File: src/rtl/seq_det_pkg.sv
// Shared definitions for the serial pattern detector: FSM state encoding and
// legal parameter ranges.
package seq_det_pkg;

  localparam int unsigned PAT_LEN_MIN = 2;
  localparam int unsigned PAT_LEN_MAX = 16;
  localparam int unsigned CNT_W_MIN   = 2;
  localparam int unsigned CNT_W_MAX   = 32;

  typedef enum logic [1:0] {
    S_IDLE  = 2'd0,
    S_FILL  = 2'd1,
    S_ARMED = 2'd2,
    S_BAD   = 2'd3
  } state_e;

endpackage

File: src/rtl/seq_detector_sat_counter.sv
// Saturating up-counter with synchronous clear and a registered all-ones flag.
module sat_counter #(
  parameter int unsigned W = 8
) (
  input  logic         clk,
  input  logic         rst_n,
  input  logic         clr,
  input  logic         inc,
  output logic [W-1:0] cnt,
  output logic         sat
);

  logic [W-1:0] cnt_d, cnt_q;
  logic         sat_d, sat_q;

  always_comb begin
    cnt_d = cnt_q;
    if (clr) begin
      cnt_d = '0;
    end else if (inc && !sat_q) begin
      cnt_d = cnt_q + 1'b1;
    end
    sat_d = &cnt_d;
  end

  always_ff @(posedge clk) begin
    if (!rst_n) begin
      cnt_q <= '0;
      sat_q <= 1'b0;
    end else begin
      cnt_q <= cnt_d;
      sat_q <= sat_d;
    end
  end

  assign cnt = cnt_q;
  assign sat = sat_q;

endmodule

File: src/rtl/seq_detector.sv
// Serial bit-pattern detector with loadable pattern, overlap control, Mealy and
// Moore match outputs and a saturating match counter.
module seq_detector
  import seq_det_pkg::*;
#(
  parameter int unsigned          PAT_LEN = 4,
  parameter int unsigned          CNT_W   = 8,
  parameter logic [PAT_LEN-1:0]   PAT_RST = 4'b1011
) (
  input  logic               clk,
  input  logic               rst_n,
  input  logic               x_valid,
  input  logic               x,
  input  logic               overlap,
  input  logic               pat_load,
  input  logic [PAT_LEN-1:0] pat_in,
  output logic [1:0]         state,
  output logic               z_mealy,
  output logic               z_moore,
  output logic [CNT_W-1:0]   match_cnt,
  output logic               cnt_sat
);

  localparam int unsigned FILL_W = $clog2(PAT_LEN);
  localparam logic [FILL_W-1:0] FILL_MAX = FILL_W'(PAT_LEN - 1);

  if (PAT_LEN < PAT_LEN_MIN || PAT_LEN > PAT_LEN_MAX ||
      CNT_W < CNT_W_MIN || CNT_W > CNT_W_MAX) begin : g_bad_param
    $error("seq_detector: PAT_LEN or CNT_W out of range");
  end

  // The oldest history bit is shifted out before it can take part in a
  // compare, so only the newest PAT_LEN-1 bits are kept.
  logic [PAT_LEN-2:0]  hist_d, hist_q;
  logic [PAT_LEN-1:0]  pat_d, pat_q;
  logic [FILL_W-1:0]   fill_d, fill_q;
  state_e              state_d, state_q;
  logic                z_moore_d, z_moore_q;
  logic                accept;
  logic                hit;
  logic [PAT_LEN-1:0]  shifted;

  always_comb begin
    accept    = x_valid & ~pat_load;
    shifted   = {hist_q, x};
    hit       = rst_n & accept & (state_q == S_ARMED) & (shifted == pat_q);

    hist_d    = hist_q;
    pat_d     = pat_q;
    fill_d    = fill_q;
    state_d   = state_q;
    z_moore_d = hit;

    if (accept) begin
      hist_d = shifted[PAT_LEN-2:0];
    end

    if (pat_load) begin
      pat_d   = pat_in;
      fill_d  = '0;
      state_d = S_IDLE;
    end else if (state_q == S_BAD) begin
      fill_d  = '0;
      state_d = S_IDLE;
    end else if (x_valid) begin
      if (hit) begin
        if (!overlap) begin
          fill_d = '0;
        end
      end else if (fill_q != FILL_MAX) begin
        fill_d = fill_q + 1'b1;
      end
      if (fill_d == '0) begin
        state_d = S_IDLE;
      end else if (fill_d == FILL_MAX) begin
        state_d = S_ARMED;
      end else begin
        state_d = S_FILL;
      end
    end
  end

  always_ff @(posedge clk) begin
    if (!rst_n) begin
      hist_q    <= '0;
      pat_q     <= PAT_RST;
      fill_q    <= '0;
      state_q   <= S_IDLE;
      z_moore_q <= 1'b0;
    end else begin
      hist_q    <= hist_d;
      pat_q     <= pat_d;
      fill_q    <= fill_d;
      state_q   <= state_d;
      z_moore_q <= z_moore_d;
    end
  end

  sat_counter #(.W(CNT_W)) u_cnt (
    .clk   (clk),
    .rst_n (rst_n),
    .clr   (pat_load),
    .inc   (hit),
    .cnt   (match_cnt),
    .sat   (cnt_sat)
  );

  assign state   = state_q;
  assign z_mealy = hit;
  assign z_moore = z_moore_q;

endmodule

File: config.mk
export PLATFORM = sky130hd
export DESIGN_NAME = seq_detector
export DESIGN_NICKNAME = d
export VERILOG_FILES = /design/src/rtl/seq_det_pkg.sv /design/src/rtl/seq_detector_sat_counter.sv /design/src/rtl/seq_detector.sv
export SDC_FILE = /design/constraint.sdc
export NUM_CORES = 1
export LEC_CHECK = 0
export CORE_ASPECT_RATIO = 1.4
export CORE_MARGIN = 5
export CORE_UTILIZATION = 45
export DETAILED_ROUTE_END_ITERATION = 12
export PLACE_DENSITY = 0.74
export SLEW_MARGIN = 20
export SYNTH_ARGS = -nofsm -noshare
export SYNTH_HDL_FRONTEND = slang
export SYNTH_SLANG_ARGS = --single-unit
File: constraint.sdc
create_clock -name clk -period 4.03 [get_ports clk]
set_clock_uncertainty 0.1 [all_clocks]
set_input_delay 0.806 -clock clk [delete_from_list [all_inputs] [get_ports clk]]
set_output_delay 0.806 -clock clk [all_outputs]
set_load 0.05 [all_outputs]
==> results.json <==
{
  "status": "finished, final reports clean",
  "ctsResizeCount": 0,
  "numPortBuffers": 22,
  "dp.final_hpwl_um": 1830,
  "fillers": 230,
  "holdPathEnd": "pat_q[3]$_SDFFE_PN1P_",
  "final.period_utilization": 0.798,
  "yosys_warnings": 0,
  "via_count": 946,
  "cap_violations": 0,
  "grt_pass1_vias": 901,
  "rrSetupSlack_ns": 1.94,
  "holdWs_ns": 0.407,
  "detail-route-antenna-nets": 0,
  "peakVddDrop_v": 0.000234,
  "nets": 157,
  "ys_top_cells_by_count": "21 x dfxtp_1, 13 x mux2i_1, 13 x nand2_1",
  "grt_start_max_net_pins": 19,
  "setup.worst_path.end_class": "output pin",
  "power_density_nw_per_um2": 258,
  "hold_buffers": 0,
  "start_util": 0.460,
  "first_pass_iters": 4,
  "die_x_um": 51.6,
  "synth_cells": 121,
  "antenna_found_initial": 0,
  "yosysSeqAreaShare": 0.386,
  "fmax_mhz": 311,
  "syn_nets": 133,
  "grt_first_pass_wirelength_um": 3660,
  "maxSlewViolCount": 0,
  "synth.top_cell.area_share": 0.386,
  "cts_buffers": 3,
  "fin_tns_setup_ns": 0,
  "worst_pin_slew_ns": 0.497,
  "cts_tree": "built",
  "cts_buffer_depth": 2,
  "worstSetupStartpointType": "input port",
  "cp_data_required_time_ns": 3.12,
  "io-pin-count": 23,
  "async_flop_share": 0,
  "synth.largest_area_cell": "dfxtp_1",
  "die_h_um": 68.2,
  "setup_viol": 0,
  "path_clk_slew_ns": 0.11,
  "worstHoldPathType": "reg2reg",
  "area_growth_pct": 25.7,
  "drt_iter0_markers": 12,
  "synth-seq-cells": 21,
  "drc": 0,
  "ys_types": 35,
  "p_leak_nw": 0.486,
  "htree_levels": 1,
  "wl_per_cell_um": 14.0,
  "clk-insertion-delay-late_ns": 0.29,
  "rows": 21,
  "postCtsSetupRepairBufs": 0,
  "postLayoutCoreUtil": 0.579,
  "drive_gt1_frac": 0.0694,
  "cts_root_buffer": "clkbuf_4",
  "rsz0062_at_grt": "false",
  "final_cells": 167,
  "fp.coreArea_um2": 2360,
  "grt_usage": 0.136,
  "setup_slack_ns": 0.813,
  "n_antenna_cell": 0,
  "finalHoldViolations": 0,
  "critPathKind": "in2out",
  "path_max_fanout": 5,
  "worstRegToRegCells": 8,
  "min_period_ns": 3.22,
  "drt-total-wl_um": 2340,
  "dp_slack_ns": 0.800,
  "worstHoldStart": "pat_q[3]$_SDFFE_PN1P_",
  "clock-sinks": 21,
  "gp_congestion": 0.767,
  "synth_enable_flop_cells": 0,
  "holdPathStages": 2,
  "die_area_um2": 3520,
  "r2r_end": "state[0]$_SDFFE_PP0P_",
  "path_cells": "clkdlybuf4s50_1 > nand3b_1 > or2_1 > nor2_1 > buf_12",
  "overflow": 0,
  "avgSynthCellArea_um2": 9.00,
  "r2r-start": "state[0]$_SDFFE_PP0P_",
  "place_inst": 163,
  "cpPeakStageDelay_ns": 0.59,
  "synth_area_leaders": "dfxtp_1 39%, mux2i_1 12%, nand2_1 4.5%, nor2b_1 4.0%, xnor2_1 3.2%",
  "worstPathArrival_ns": 2.31,
  "slew_headroom": 0.667,
  "synthMostInstantiatedCell": "dfxtp_1",
  "syn_area_um2": 1090,
  "avgViaCountPerCell": 5.66,
  "cp_slowest_cell": "clkdlybuf4s50_1",
  "synth_ff_type": "dfxtp_1"
}
[critical path: cells and delay by family]
kind / cells / cell delay (ns)
buf+inv: 2 / 0.77
simple gates: 3 / 0.73
[stage by stage]
| stage | power [mW] | area [um^2] |
|---|---|---|
| after floorplan | 0.245 | 1090 |
| after global placement | 0.260 | 1340 |
| after detailed placement | 0.262 | 1340 |
| after CTS | 0.358 | 1370 |
| after global routing | 0.371 | 1370 |
| final | 0.353 | 1370 |
[cells in the final DEF, fill, tap and decap left out, types with 3 or more instances in the layout]
cell	netlist	final
buf_4	1	3
clkbuf_4	0	3
clkdlybuf4s50_1	0	21
dfxtp_1	21	21
mux2i_1	13	13
nand2_1	13	13
nand2b_1	5	5
nand3_1	3	3
nand4_1	3	3
nor2_1	8	8
nor2b_1	7	7
o21ai_1	4	4
o31ai_1	3	3
xnor2_1	4	4
[cell families after synthesis]
group                      after synthesis  share of synthesized area
muxes                                   13                      0.120
buffers and inverters                    8                     0.0322
and+or+nand+nor                         53                      0.276
xor gates and xnor gates                 5                     0.0402
adders and majority gates                2                     0.0230
DFF                                     21                      0.386
AOI/OAI and AO/OA                       19                      0.123
[state kept, by name, indices dropped and copies added, names as in the netlist]
signal and count:
u_cnt.sat 1, z_moore 1, fill_q 2, hist_q 3, state 2, pat_q 4, u_cnt.cnt 8
[where the power goes]
group          switching (mW)  leakage, nW  internal, mW  total (mW)
clock                  0.0577       0.0150        0.0385      0.0962
sequential            0.00358        0.171         0.212       0.216
combinational          0.0200        0.300        0.0216      0.0417
[cell type report]
cell class | count | area, um^2 | area share
sequential | 21 | 420 | 0.307
timing repair buffer | 25 | 253 | 0.185
tap | 23 | 28.8 | 0.0210
clock buffer | 4 | 26.3 | 0.0192
multi-input combinational | 92 | 633 | 0.463
inverter | 2 | 7.51 | 0.00548
[layer usage]
metal	GRT usage	share of wire	up-vias
met2	0.268	0.53	18
li1	-	-	488
met5	0	0	-
met1	0.137	0.41	434
met3	0.0153	0.034	6
met4	0.0689	0.025	0
[worst max path at each step]
stage / startpoint / endpoint / slack (ns) / cells past startpoint
5_1_grt: x_valid / z_mealy / 0.73 / 5
4_1_cts: x_valid / z_mealy / 0.80 / 5
3_3_place_gp: pat_load / z_mealy / 0.82 / 5
3_5_place_dp: pat_load / z_mealy / 0.80 / 5
2_1_floorplan: pat_load / z_mealy / 0.76 / 6
6_report: x_valid / z_mealy / 0.81 / 5
Power figures use the tool's default switching activity.
